==> src/rtl/icache_pkg.sv <==
// Shared types and helpers for the set-associative instruction cache:
// FSM state enum, address-split width helpers and the tree-PLRU function pair.
package icache_pkg;

  typedef enum logic [1:0] {
    IDLE,
    MEM_READ,
    REFILL
  } state_e;

  // Tree storage for up to 4 ways: bit0 = root, bit1 = ways 0/1, bit2 = ways 2/3.
  localparam int PLRU_W = 3;

  function automatic int off_bits(input int line_words);
    return $clog2(line_words) + 2;
  endfunction

  function automatic int idx_bits(input int sets);
    return $clog2(sets);
  endfunction

  function automatic int tag_bits(input int sets, input int line_words);
    return 32 - idx_bits(sets) - off_bits(line_words);
  endfunction

  // Follow the tree toward the least-recently-used leaf (0 = left, 1 = right).
  function automatic logic [1:0] plru_victim(input logic [PLRU_W-1:0] bits, input int ways);
    logic [1:0] way;
    way = 2'd0;
    if (ways == 4) begin
      way = bits[0] ? {1'b1, bits[2]} : {1'b0, bits[1]};
    end else if (ways == 2) begin
      way = {1'b0, bits[0]};
    end
    return way;
  endfunction

  // Point every node on the accessed path away from the accessed way.
  function automatic logic [PLRU_W-1:0] plru_update(input logic [PLRU_W-1:0] bits,
                                                    input logic [1:0] way, input int ways);
    logic [PLRU_W-1:0] nb;
    nb = bits;
    if (ways == 4) begin
      nb[0] = ~way[1];
      if (way[1]) nb[2] = ~way[0];
      else        nb[1] = ~way[0];
    end else if (ways == 2) begin
      nb[0] = ~way[0];
    end
    return nb;
  endfunction

endpackage

==> src/rtl/icache_plru.sv <==
// Per-set tree pseudo-LRU storage; reports the victim way of the indexed set
// and marks a way most-recently-used when update is enabled.
module icache_plru
  import icache_pkg::*;
#(
  parameter int SETS = 8,
  parameter int WAYS = 2
) (
  input  logic                     clock,
  input  logic                     reset,
  input  logic                     clear_i,
  input  logic [$clog2(SETS)-1:0]  index_i,
  input  logic                     upd_en_i,
  input  logic [1:0]               upd_way_i,
  output logic [1:0]               victim_o
);

  logic [PLRU_W-1:0] plru_q [SETS];

  // NOTE: sequential state is written with non-blocking assignments only.
  always_ff @(posedge clock) begin
    if (reset || clear_i) begin
      for (int s = 0; s < SETS; s++) plru_q[s] <= '0;
    end else if (upd_en_i) begin
      plru_q[index_i] <= plru_update(plru_q[index_i], upd_way_i, WAYS);
    end
  end

  assign victim_o = plru_victim(plru_q[index_i], WAYS);

endmodule

==> src/rtl/icache_sa.sv <==
// Set-associative read-only instruction cache with tree-PLRU replacement.
// Define ICACHE_FLUSH_EN to add the flush port and whole-cache invalidate.
module icache_sa
  import icache_pkg::*;
#(
  parameter int SETS       = 8,
  parameter int WAYS       = 2,
  parameter int LINE_WORDS = 4
) (
  input  logic                              clock,
  input  logic                              reset,
  input  logic [31:0]                       address,
  output logic [31:0]                       instruction,
  output logic                              busywait,
  output logic                              mem_read,
  output logic [31-off_bits(LINE_WORDS):0]  mem_address,
  input  logic [32*LINE_WORDS-1:0]          mem_readdata,
  input  logic                              mem_busywait
`ifdef ICACHE_FLUSH_EN
  ,
  input  logic                              flush
`endif
);

  localparam int OFF_BITS = off_bits(LINE_WORDS);
  localparam int IDX_BITS = idx_bits(SETS);
  localparam int TAG_BITS = tag_bits(SETS, LINE_WORDS);
  localparam int LA_BITS  = 32 - OFF_BITS;
  localparam int WSEL_W   = (LINE_WORDS > 1) ? $clog2(LINE_WORDS) : 1;

  state_e                    state_q, state_d;
  logic [LA_BITS-1:0]        miss_line_q, miss_line_d;
  logic [1:0]                victim_q, victim_d;

  logic [WAYS-1:0]           valid_q [SETS];
  logic [TAG_BITS-1:0]       tag_q   [SETS][WAYS];
  logic [32*LINE_WORDS-1:0]  data_q  [SETS][WAYS];

  logic [IDX_BITS-1:0]       set_idx, miss_set, plru_idx;
  logic [TAG_BITS-1:0]       tag_in, miss_tag;
  logic [WSEL_W-1:0]         word_sel;
  logic                      hit_raw, hit_ok, fill_en, flush_now, vic_found;
  logic [1:0]                hit_way, plru_vic, vic_way, upd_way;
  logic [31:0]               hit_word;
  logic                      addr_unused;

  assign set_idx     = address[OFF_BITS +: IDX_BITS];
  assign tag_in      = address[31 -: TAG_BITS];
  assign word_sel    = WSEL_W'((address >> 2) & 32'(LINE_WORDS - 1));
  assign miss_set    = miss_line_q[IDX_BITS-1:0];
  assign miss_tag    = miss_line_q[LA_BITS-1 -: TAG_BITS];
  assign mem_address = miss_line_q;
  assign addr_unused = ^address[1:0];

`ifdef ICACHE_FLUSH_EN
  logic flush_pend_q, flush_pend_d;

  // A flush seen mid-miss is deferred until the refill lands back in IDLE.
  assign flush_now = (state_q == IDLE) && (flush || flush_pend_q);

  always_comb begin
    flush_pend_d = flush_pend_q;
    if (state_q != IDLE && flush) flush_pend_d = 1'b1;
    else if (flush_now)           flush_pend_d = 1'b0;
  end

  always_ff @(posedge clock) begin
    if (reset) flush_pend_q <= 1'b0;
    else       flush_pend_q <= flush_pend_d;
  end
`else
  assign flush_now = 1'b0;
`endif

  always_comb begin
    hit_raw  = 1'b0;
    hit_way  = 2'd0;
    hit_word = 32'd0;
    for (int w = 0; w < WAYS; w++) begin
      if (valid_q[set_idx][w] && tag_q[set_idx][w] == tag_in) begin
        hit_raw  = 1'b1;
        hit_way  = 2'(w);
        hit_word = data_q[set_idx][w][32*word_sel +: 32];
      end
    end
  end

  // Invalid ways are filled lowest-first before PLRU gets a say.
  always_comb begin
    vic_way   = plru_vic;
    vic_found = 1'b0;
    for (int w = 0; w < WAYS; w++) begin
      if (!vic_found && !valid_q[miss_set][w]) begin
        vic_way   = 2'(w);
        vic_found = 1'b1;
      end
    end
  end

  // NOTE: every signal driven here gets a default first so no latch is inferred.
  always_comb begin
    state_d     = state_q;
    miss_line_d = miss_line_q;
    victim_d    = victim_q;
    busywait    = 1'b1;
    mem_read    = 1'b0;
    instruction = 32'd0;
    hit_ok      = 1'b0;
    fill_en     = 1'b0;
    unique case (state_q)
      IDLE: begin
        if (flush_now) begin
          busywait = 1'b1;
        end else if (hit_raw) begin
          busywait    = 1'b0;
          instruction = hit_word;
          hit_ok      = 1'b1;
        end else begin
          miss_line_d = address[31:OFF_BITS];
          state_d     = MEM_READ;
        end
      end
      MEM_READ: begin
        mem_read = 1'b1;
        if (!mem_busywait) begin
          victim_d = vic_way;
          state_d  = REFILL;
        end
      end
      REFILL: begin
        fill_en = 1'b1;
        state_d = IDLE;
      end
      default: state_d = IDLE;
    endcase
    if (reset) begin
      busywait    = 1'b1;
      mem_read    = 1'b0;
      instruction = 32'd0;
      hit_ok      = 1'b0;
      fill_en     = 1'b0;
    end
  end

  assign plru_idx = (state_q == IDLE) ? set_idx : miss_set;
  assign upd_way  = fill_en ? victim_q : hit_way;

  icache_plru #(
    .SETS (SETS),
    .WAYS (WAYS)
  ) u_plru (
    .clock     (clock),
    .reset     (reset),
    .clear_i   (flush_now),
    .index_i   (plru_idx),
    .upd_en_i  (hit_ok || fill_en),
    .upd_way_i (upd_way),
    .victim_o  (plru_vic)
  );

  always_ff @(posedge clock) begin
    if (reset) begin
      state_q     <= IDLE;
      miss_line_q <= '0;
      victim_q    <= 2'd0;
    end else begin
      state_q     <= state_d;
      miss_line_q <= miss_line_d;
      victim_q    <= victim_d;
    end
  end

  always_ff @(posedge clock) begin
    if (reset || flush_now) begin
      for (int s = 0; s < SETS; s++) valid_q[s] <= '0;
    end else if (fill_en) begin
      for (int w = 0; w < WAYS; w++) begin
        if (victim_q == 2'(w)) valid_q[miss_set][w] <= 1'b1;
      end
    end
  end

  // NOTE: tag and data storage is not reset; the valid bits alone qualify it.
  always_ff @(posedge clock) begin
    if (fill_en) begin
      for (int w = 0; w < WAYS; w++) begin
        if (victim_q == 2'(w)) begin
          tag_q[miss_set][w]  <= miss_tag;
          data_q[miss_set][w] <= mem_readdata;
        end
      end
    end
  end

endmodule

==> config.mk <==
export PLATFORM = sky130hd
export DESIGN_NAME = icache_sa
export DESIGN_NICKNAME = d
export VERILOG_FILES = /design/src/rtl/icache_pkg.sv /design/src/rtl/icache_plru.sv /design/src/rtl/icache_sa.sv
export SDC_FILE = /design/constraint.sdc
export NUM_CORES = 2
export LEC_CHECK = 0
export CELL_PAD_IN_SITES_DETAIL_PLACEMENT = 1
export CELL_PAD_IN_SITES_GLOBAL_PLACEMENT = 1
export CORE_MARGIN = 5
export CORE_UTILIZATION = 27
export DETAILED_ROUTE_END_ITERATION = 8
export PLACE_DENSITY_LB_ADDON = 0.12
export RECOVER_POWER = 25
export SYNTH_ARGS = -nofsm -noshare
export SYNTH_HDL_FRONTEND = slang
export SYNTH_HIERARCHICAL = 1
export SYNTH_SLANG_ARGS = --single-unit
==> constraint.sdc <==
create_clock -name clock -period 10.7 [get_ports clock]
set_input_delay 2.14 -clock clock [delete_from_list [all_inputs] [get_ports clock]]
set_output_delay 2.14 -clock clock [all_outputs]
set_load 0.02 [all_outputs]
==> results.py <==
metrics = {
    "outcome": {
        "outcome": "finished clean",
    },
    "floorplanning": {
        "core.rowCount": 219,
        "die_height_um": 609,
        "die_w_um": 609,
        "die_area_mm2": 0.370,
        "initial_utilization": 0.271,
        "num_io_pins": 225,
        "coreArea_mm2": 0.356,
    },
    "clocking": {
        "cts_resized": 0,
        "cts_setup_buffers": 0,
        "clockRootBuffer": "clkbuf_16",
        "clk_latency_ns": 0.88,
        "htree_levels": 5,
        "cts.sinks": 2507,
        "holdBufCountCts": 0,
        "cts_made_buffers": 298,
        "path_clk_slew_ns": 0.06,
        "cts_buffer_depth": 4,
        "cts_tree": "done",
    },
    "yosys": {
        "ys_warn_count": 6,
        "syn_area_per_cell_um2": 23.4,
        "syn_area_mm2": 0.0968,
        "syn_inst": 4141,
    },
    "setup_path": {
        "cp_slowest_cell": "or4_4",
        "cp_max_fo": 36,
        "cp-end-kind": "output port",
        "crit_top_cell": "buf_12",
        "startpoint_type": "input port",
        "crit_path_max_incr_delay_ns": 0.84,
        "crit_chain": "buf_8, buf_12, buf_12, mux4_2, mux2i_1, xnor2_1, nor2_1, nand4_1, or4_4, a21oi_4, buf_4, o21a_1, clkdlybuf4s50_1",
        "cp.required_ns": 8.56,
        "critPathKind": "in2out",
        "arrival_ns": 7.33,
    },
    "sta": {
        "grt_setup_unrepaired": "no",
        "holdWs_ns": 0.479,
        "timing.final.hold_violations": 0,
        "finalCriticalPeriod_ns": 9.47,
        "period_share": 0.885,
        "clock.fmax_ghz": 0.106,
        "slew_headroom": 0.169,
        "finClkSkew_ns": 0.0379,
        "timing.final.max_slew_violations": 0,
        "tightest_slew_ns": 1.25,
        "finalSetupViolations": 0,
        "final.setup.tns_ns": 0,
    },
    "placement": {
        "io_buffer_count": 222,
        "place_hpwl_um": 159000,
        "place.gp.congestion": 0.705,
    },
    "grt": {
        "gr-total-overflow": 0,
        "use_met1": 0.207,
        "met2_usage": 0.257,
        "track_usage": 0.152,
        "met3_usage": 0.0239,
        "antenna_found_initial": 67,
        "grt_max_degree": 96,
        "busiest_layer": "met2",
        "grt_pass1_vias": 49722,
        "grt_pass1_wl_um": 404000,
    },
    "power_and_ir_drop": {
        "peakVddDrop_mv": 0.103,
        "p_seq_frac": 0.503,
        "switching_power_mw": 4.64,
        "p_total_mw": 21.6,
        "p_leak_nw": 35.6,
        "p_int_mw": 17.0,
        "power_density_mw_per_mm2": 189,
        "swShare": 0.214,
        "combPwrFrac": 0.046,
        "clock_power_share": 0.451,
    },
    "cells_and_area": {
        "nNetsFinal": 4732,
        "area_growth_pct": 18.5,
        "layout_common_cells": "edfxtp_1, mux4_2, clkbuf_16",
        "final_common_cell": "edfxtp_1",
        "fill_cells": 34781,
        "drive_gt1_frac": 0.272,
    },
    "routing": {
        "post_drt_wl_per_cell_um": 30.0,
        "drt_iter0_drc": 3011,
        "drc_errors": 0,
        "final_antenna_net_count": 0,
        "wl_um": 287000,
        "viasPerCell": 4.73,
        "drt_pass1_iterations": 5,
        "vias": 45258,
    },
    "job": {
        "maxCapViolations": 0,
    },
    "hold_path": {
        "hp-class": "reg2reg",
    },
}
## power groups by stage
stage	Combinational, mW	Clock [mW]	Sequential (mW)
final	1.00	9.76	10.9
after CTS	1.05	10.1	10.9
after global routing	1.08	10.5	10.9
after floorplan	0.558	0	11.1
after detailed placement	1.04	0	11.1
after global placement	1.03	0	11.1
## registers in the layout (all words and copies together) (netlist names), named ones only
register,flops
data_q,2048
u_plru/plru_q,8
mem_address,28
state_q,2
tag_q,400
victim_q,2
valid_q,16
## path summary, 6_finish.rpt
kind,startpoint,end,slack (ns),cells after the start
setup / recovery,address[5],instruction[19],1.23,13
hold / removal,valid_q[0][1],valid_q[0][1],0.48,2
setup reg to reg,tag_q[7][39],u_plru/plru_q[0][0],6.24,11
hold reg to reg,valid_q[0][1],valid_q[0][1],0.48,2
## cell type report
type	instances	area, µm²	area share
diodes	24	60.1	0.000524
clock buffers	372	7920	0.0691
clock inverters	155	1360	0.0118
inverters	21	78.8	0.000687
multi-input cells	1382	21000	0.183
flip-flops and latches	2507	74800	0.652
well taps	4751	5940	0.0518
repair buffers	359	3600	0.0314
## worst max-delay path: cells and delay by family
kind                      cells  cell delay, ns
buffers and inverters         5            1.99
and+or+nand+nor               3            1.36
AOI/OAI and AO/OA             2            0.96
muxes                         2            0.72
xor gates and xnor gates      1            0.08
## through the flow
step	util	cells	cell area (µm²)	worst slack, ns
global route	0.322	9549	115000	0.921
global placement	0.296	9020	105000	1.07
finish	0.322	9571	115000	1.23
detailed placement	0.296	9020	105000	1.13
floorplan	-	4142	96800	0.611
CTS	0.322	9547	115000	1.09
## per-layer routing
layer / wire, µm / part of all wire
met1: 128000 / 0.44
met5: 170 / 0.00059
met4: 6340 / 0.022
met2: 141000 / 0.49
met3: 12200 / 0.042
Power figures use the tool's default switching activity.
